### config.mk
export PLATFORM = sky130hd
export DESIGN_NAME = stage_sequencer
export DESIGN_NICKNAME = d
export VERILOG_FILES = /design/src/rtl/stage_sequencer.sv
export SDC_FILE = /design/constraint.sdc
export NUM_CORES = 1
export LEC_CHECK = 0
export BUFFER_PORTS_ARGS = -buffer_cell sky130_fd_sc_hd__buf_4
export CAP_MARGIN = 10
export CELL_PAD_IN_SITES_DETAIL_PLACEMENT = 2
export CELL_PAD_IN_SITES_GLOBAL_PLACEMENT = 2
export CORE_MARGIN = 2
export CORE_UTILIZATION = 36
export CTS_CLUSTER_DIAMETER = 150
export CTS_CLUSTER_SIZE = 14
export DETAILED_ROUTE_END_ITERATION = 8
export MAX_ROUTING_LAYER = met4
export PLACE_DENSITY = 0.9
export SLEW_MARGIN = 0
export SYNTH_ARGS = -nofsm -noshare
export SYNTH_HDL_FRONTEND = slang
export SYNTH_SLANG_ARGS = --single-unit
export TNS_END_PERCENT = 1
### constraint.sdc
create_clock -name clk -period 2.4 [get_ports clk]
set_input_delay 0.36 -clock clk [delete_from_list [all_inputs] [get_ports clk]]
set_output_delay 0.36 -clock clk [all_outputs]
set_load 0.05 [all_outputs]
### src/rtl/stage_sequencer.sv
// -----------------------------------------------------------------------------
// stage_sequencer
//
// Purpose:
//   Game-flow controller. It owns the stage index that drives the platform bar
//   table and decides when the table geometry may change. The flow is
//   title (IDLE) -> transition (TRANS) -> PLAY -> TRANS -> PLAY ... -> WIN or
//   game-over (OVER). The screen is blanked during TRANS, and the stage index
//   only changes on a frame_tick inside TRANS. This means bar geometry only
//   switches while the display is black and on a frame boundary.
//
// Ports:
//   clk           in   1  system clock
//   reset_n       in   1  asynchronous active-low reset
//   frame_tick    in   1  one-cycle pulse at the start of vertical blank
//   start_btn     in   1  debounced one-cycle start pulse
//   stage_clear   in   1  one-cycle pulse: current stage completed
//   player_dead   in   1  one-cycle pulse: player killed
//   stage_number  out  2  stage index driven to the bar table
//   lives         out  2  remaining lives
//   state_code    out  3  0=IDLE 1=PLAY 2=TRANS 3=WIN 4=OVER (state register)
//   blank         out  1  renderer forces a black screen (TRANS only)
//   freeze        out  1  player/enemy motion halted (all states but PLAY)
//   respawn       out  1  one-cycle pulse on the first PLAY cycle after TRANS
//
// Event interface:
//   All inputs are fire-and-forget single-cycle pulses. There is no ready or
//   acknowledge path. A pulse is sampled on exactly one rising clk edge and is
//   judged against the state held before that edge. A pulse that the current
//   state does not react to is dropped and never queued.
// -----------------------------------------------------------------------------
module stage_sequencer #(
  parameter int NUM_STAGES   = 3,   // playable stages, 1..4
  parameter int LIVES        = 3,   // lives loaded at game start, 1..3
  parameter int TRANS_FRAMES = 60   // frame_ticks per transition, >= 1
) (
  input  logic       clk,
  input  logic       reset_n,
  input  logic       frame_tick,
  input  logic       start_btn,
  input  logic       stage_clear,
  input  logic       player_dead,
  output logic [1:0] stage_number,
  output logic [1:0] lives,
  output logic [2:0] state_code,
  output logic       blank,
  output logic       freeze,
  output logic       respawn
);

  // Transition counter only needs to reach TRANS_FRAMES-1. The width is kept
  // at least 1 bit so that TRANS_FRAMES = 1 still elaborates.
  localparam int CNT_W = (TRANS_FRAMES > 1) ? $clog2(TRANS_FRAMES) : 1;

  localparam logic [CNT_W-1:0] CNT_LAST   = CNT_W'(TRANS_FRAMES - 1);
  localparam logic [1:0]       STAGE_LAST = 2'(NUM_STAGES - 1);
  localparam logic [1:0]       LIVES_INIT = 2'(LIVES);

  typedef enum logic [2:0] {
    S_IDLE  = 3'd0,
    S_PLAY  = 3'd1,
    S_TRANS = 3'd2,
    S_WIN   = 3'd3,
    S_OVER  = 3'd4
  } state_e;

  // ---------------------------------------------------------------------------
  // State and datapath registers
  // ---------------------------------------------------------------------------
  state_e           state_q,   state_d;
  logic [1:0]       stage_q,   stage_d;
  logic [1:0]       lives_q,   lives_d;
  logic [1:0]       pending_q, pending_d;
  logic [CNT_W-1:0] cnt_q,     cnt_d;
  logic             blank_q,   blank_d;
  logic             freeze_q,  freeze_d;
  logic             respawn_q, respawn_d;

  always_ff @(posedge clk or negedge reset_n) begin
    if (!reset_n) begin
      state_q   <= S_IDLE;
      stage_q   <= 2'd0;
      lives_q   <= LIVES_INIT;
      pending_q <= 2'd0;
      cnt_q     <= '0;
      blank_q   <= 1'b0;
      freeze_q  <= 1'b1;
      respawn_q <= 1'b0;
    end else begin
      state_q   <= state_d;
      stage_q   <= stage_d;
      lives_q   <= lives_d;
      pending_q <= pending_d;
      cnt_q     <= cnt_d;
      blank_q   <= blank_d;
      freeze_q  <= freeze_d;
      respawn_q <= respawn_d;
    end
  end

  // ---------------------------------------------------------------------------
  // Next-state and next-output logic
  // ---------------------------------------------------------------------------
  always_comb begin
    state_d   = state_q;
    stage_d   = stage_q;
    lives_d   = lives_q;
    pending_d = pending_q;
    cnt_d     = cnt_q;
    respawn_d = 1'b0;

    unique case (state_q)
      // IDLE, WIN and OVER share the same restart behaviour. WIN and OVER
      // keep stage and lives on display until a new game starts.
      S_IDLE, S_WIN, S_OVER: begin
        if (start_btn) begin
          lives_d   = LIVES_INIT;
          pending_d = 2'd0;
          cnt_d     = '0;
          state_d   = S_TRANS;
        end
      end

      S_PLAY: begin
        // A stage clear wins over a death in the same cycle. The player
        // finished the stage, so no life is lost.
        if (stage_clear) begin
          if (stage_q == STAGE_LAST) begin
            state_d = S_WIN;
          end else begin
            pending_d = stage_q + 2'd1;
            cnt_d     = '0;
            state_d   = S_TRANS;
          end
        end else if (player_dead) begin
          if (lives_q <= 2'd1) begin
            lives_d = 2'd0;
            state_d = S_OVER;
          end else begin
            lives_d   = lives_q - 2'd1;
            pending_d = stage_q;
            cnt_d     = '0;
            state_d   = S_TRANS;
          end
        end
      end

      S_TRANS: begin
        // Game events and start_btn are ignored here. Only the frame clock
        // advances the transition.
        if (frame_tick) begin
          // The count is 0 only on the first tick of a transition. That is
          // where the bar table switches, while the screen is already black.
          if (cnt_q == '0) begin
            stage_d = pending_q;
          end
          if (cnt_q == CNT_LAST) begin
            cnt_d     = '0;
            state_d   = S_PLAY;
            respawn_d = 1'b1;
          end else begin
            cnt_d = cnt_q + 1'b1;
          end
        end
      end

      default: begin
        state_d = S_IDLE;
      end
    endcase

    // These flags are computed from the next state so the registered outputs
    // line up with state_q and add no cycle of lag.
    blank_d  = (state_d == S_TRANS);
    freeze_d = (state_d != S_PLAY);
  end

  // ---------------------------------------------------------------------------
  // Outputs
  // ---------------------------------------------------------------------------
  assign stage_number = stage_q;
  assign lives        = lives_q;
  assign state_code   = state_q;
  assign blank        = blank_q;
  assign freeze       = freeze_q;
  assign respawn      = respawn_q;

  // ---------------------------------------------------------------------------
  // Invariants: flags consistent with state, counters in range
  // ---------------------------------------------------------------------------
`ifndef SYNTHESIS
  a_blank_only_trans : assert property (@(posedge clk) disable iff (!reset_n)
    blank_q == (state_q == S_TRANS));
  a_freeze_not_play : assert property (@(posedge clk) disable iff (!reset_n)
    freeze_q == (state_q != S_PLAY));
  a_respawn_in_play : assert property (@(posedge clk) disable iff (!reset_n)
    respawn_q |-> (state_q == S_PLAY));
  a_stage_range : assert property (@(posedge clk) disable iff (!reset_n)
    (stage_q <= STAGE_LAST) && (pending_q <= STAGE_LAST));
  a_cnt_range : assert property (@(posedge clk) disable iff (!reset_n)
    cnt_q <= CNT_LAST);
`endif

endmodule
==> flow_metrics.py <==
metrics = {
    "status": {
        "outcome": "completed",
    },
    "worst_setup_path": {
        "rrSetupSlack_ns": 0.47,
        "crit_type": "flop to flop",
        "r2r-start": "state_code[1]$_DFF_PN0_",
        "max_stage_delay_ns": 0.65,
        "startpoint_type": "flop",
        "reg2reg_depth": 4,
        "crit_path_top_delay_cell": "dfrtp_1",
        "crit_path_cell_trace": "nor3b_2 -> nand2_2 -> nor3_2 -> mux2_1",
        "crit_path_end_kind": "flop",
        "cp.required_ns": 2.60,
        "r2r-end": "stage_number[1]$_DFFE_PN0P_",
        "worstPathMaxFanout": 14,
        "crit_arrival_ns": 2.13,
    },
    "power": {
        "peakVddDrop_mv": 0.429,
        "powerDensity_nw_per_um2": 760,
        "p_leak_uw": 0.000559,
        "finalPower_uw": 919,
    },
    "place": {
        "hpwl_mm": 2.12,
        "portBuffers": 15,
        "place.gp.congestion": 0.797,
    },
    "timing": {
        "finalHoldViolCount": 0,
        "min_period_ns": 1.93,
        "post-route-period-util_pct": 80.4,
        "fmax_mhz": 518,
        "setup_tns_ns": 0,
        "slew_violations": 0,
        "relSlewSlack_pct": 68.6,
        "finClkSkew_ns": 0.00184,
        "rsz0062_at_grt": "false",
        "setup_viol": 0,
        "tightest_slew_ns": 0.471,
    },
    "worst_hold_path": {
        "hp-start": "stage_clear",
        "min_delay_worst_endpoint": "pending_q[0]$_DFFE_PN0P_",
        "min_path_cells": 2,
        "hold_class": "input pin to flop",
    },
    "die": {
        "chipHeight_um": 57.2,
        "die_width_um": 57.2,
        "start_util_pct": 37.3,
        "io_pins": 16,
        "rows": 19,
        "core_um2": 2730,
        "dieArea_um2": 3270,
    },
    "routing": {
        "wirelength_mm": 2.99,
        "routed_via_density": 5.84,
        "first_pass_iters": 5,
        "vias": 923,
        "postRouteAntennaNets": 0,
        "routedWlPerCell_um": 18.9,
        "drc": 0,
        "drt_iter0_drc": 27,
    },
    "synth": {
        "seq_area_frac_synth_pct": 44.5,
        "postSynthAreaPerCell_um2": 9.44,
        "mappedNetlistNets": 117,
        "synthDistinctLibCells": 39,
        "syn-cell-area_um2": 1020,
        "ys.flop_type": "dfrtp_1",
        "yosysWarnings": 0,
        "ys_ff_latch": 18,
        "syn_inst": 108,
        "synth-edff-count": 0,
        "synthArstFlopShare_pct": 100,
    },
    "cts": {
        "insertion_delay_ns": 0.30,
        "cts_root_buf": "clkbuf_4",
        "clk_pin_slew_ns": 0.12,
        "cts_made_buffers": 3,
        "cts_tree": "yes",
        "h-tree-depth": 1,
        "cts_buffer_depth": 2,
        "clock-sinks": 18,
    },
    "global_routing": {
        "grt_start_max_net_pins": 19,
        "grt_usage_pct": 21.1,
        "grt_pass1_vias": 981,
        "grt_pass1_wl_mm": 5.04,
        "antenna_found_initial": 0,
        "grt_overflow": 0,
    },
    "final_layout": {
        "multiInputGateArea_um2": 528,
        "diodes": 0,
        "fin_nets": 137,
        "drive_gt1_share_pct": 24.4,
        "fillers": 311,
        "regArea_um2": 454,
        "mostFrequentLayoutCells": "15 x dfrtp_1, 15 x buf_4, 13 x nor2_1, 13 x nand2_1, 7 x inv_1",
        "area_growth_pct": 18.7,
    },
    "run": {
        "maxCapViolations": 0,
    },
}
[power breakdown]
part,internal (uW),total [uW],switching [uW],leakage [uW]
clock network,92.5,200,107,0.0000210
registers,361,431,69.6,0.000224
logic,110,289,178,0.000314
[per-layer routing]
metal,GRT usage (%),routed length [um],vias up
met3,2.95,89,10
li1,-,-,428
met4,9.63,78,0
met5,-,0,-
met1,28.7,1390,464
met2,31.2,1430,21
[cells in the mapped netlist, types with 2 or more instances]
library cell	number	area, um2
dfrtp_1	15	375
nand2_1	13	48.8
nor2_1	13	48.8
inv_1	7	26.3
a21oi_1	6	30.0
a31oi_1	5	31.3
o21ai_0	5	25.0
and2_1	3	18.8
dfstp_2	3	78.8
ha_1	3	37.5
nand3_1	3	15.0
mux2_1	2	22.5
mux2i_1	2	20.0
nor2b_1	2	12.5
nor3_1	2	10.0
[worst max-delay path by stage]
stage | start | endpoint | slack, ns
final | state_code[1]$_DFF_PN0_ | stage_number[1]$_DFFE_PN0P_ | 0.47
after global routing | state_code[1]$_DFF_PN0_ | stage_number[1]$_DFFE_PN0P_ | 0.35
after CTS | state_code[1]$_DFF_PN0_ | stage_number[1]$_DFFE_PN0P_ | 0.46
after detailed placement | state_code[1]$_DFF_PN0_ | stage_number[1]$_DFFE_PN0P_ | 0.52
after global placement | state_code[1]$_DFF_PN0_ | cnt_q[2]$_DFFE_PN0P_ | 0.62
after floorplan | state_code[1]$_DFF_PN0_ | stage_number[1]$_DFFE_PN0P_ | 0.40
[what timing repair did]
item | 4_1_cts | 5_1_grt
gates resized for setup | 0 | 0
buffers inserted | 0 | 0
hold buffers | 1 | 0
endpoints found under the hold margin | 15 | 0
[area by class of cell]
class	count	share of cell area [%]
Clock buffer	4	3.00
Inverter	8	2.48
Multi-Input combinational cell	81	43.6
Sequential cell	18	37.5
Tap cell	31	3.21
Timing Repair Buffer	16	10.1
[worst max-delay path, delay by kind of cell, from the launching register on]
family           cells  cell delay (ns)
flip-flops           1             0.65
multiplexers         1             0.34
AND/OR/NAND/NOR      3             0.82
[sequential cells by signal, indices dropped and copies added, names as in the netlist]
| signal | count |
|---|---|
| blank | 1 |
| lives | 2 |
| stage_number | 2 |
| cnt_q | 6 |
| pending_q | 2 |
| state_code | 3 |
| respawn | 1 |
| freeze | 1 |
[metrics by stage]
| step | setup slack, ns | hold slack [ns] | cell area, um2 | std cells | utilization [%] |
|---|---|---|---|---|---|
| 2_1_floorplan | 0.398 | 0.0644 | 1020 | 108 | - |
| 3_3_place_gp | 0.620 | 0.243 | 1160 | 153 | 42.6 |
| 3_5_place_dp | 0.523 | 0.247 | 1160 | 153 | 42.6 |
| 4_1_cts | 0.463 | 0.316 | 1210 | 158 | 44.3 |
| 5_1_grt | 0.349 | 0.333 | 1210 | 158 | 44.3 |
| 6_report | 0.470 | 0.321 | 1210 | 158 | 44.3 |
[cell families (layout without fill, tap and decap cells)]
family / count (synthesis) / count (layout) / share of synthesized area (%)
flops: 18 / 18 / 44.5
mux: 4 / 4 / 4.17
simple gates: 48 / 48 / 24.9
compound gates: 26 / 26 / 19.0
fa+ha+maj: 3 / 3 / 3.68
buf+inv: 9 / 28 / 3.68
No activity file was read; power rests on OpenSTA's default activity.
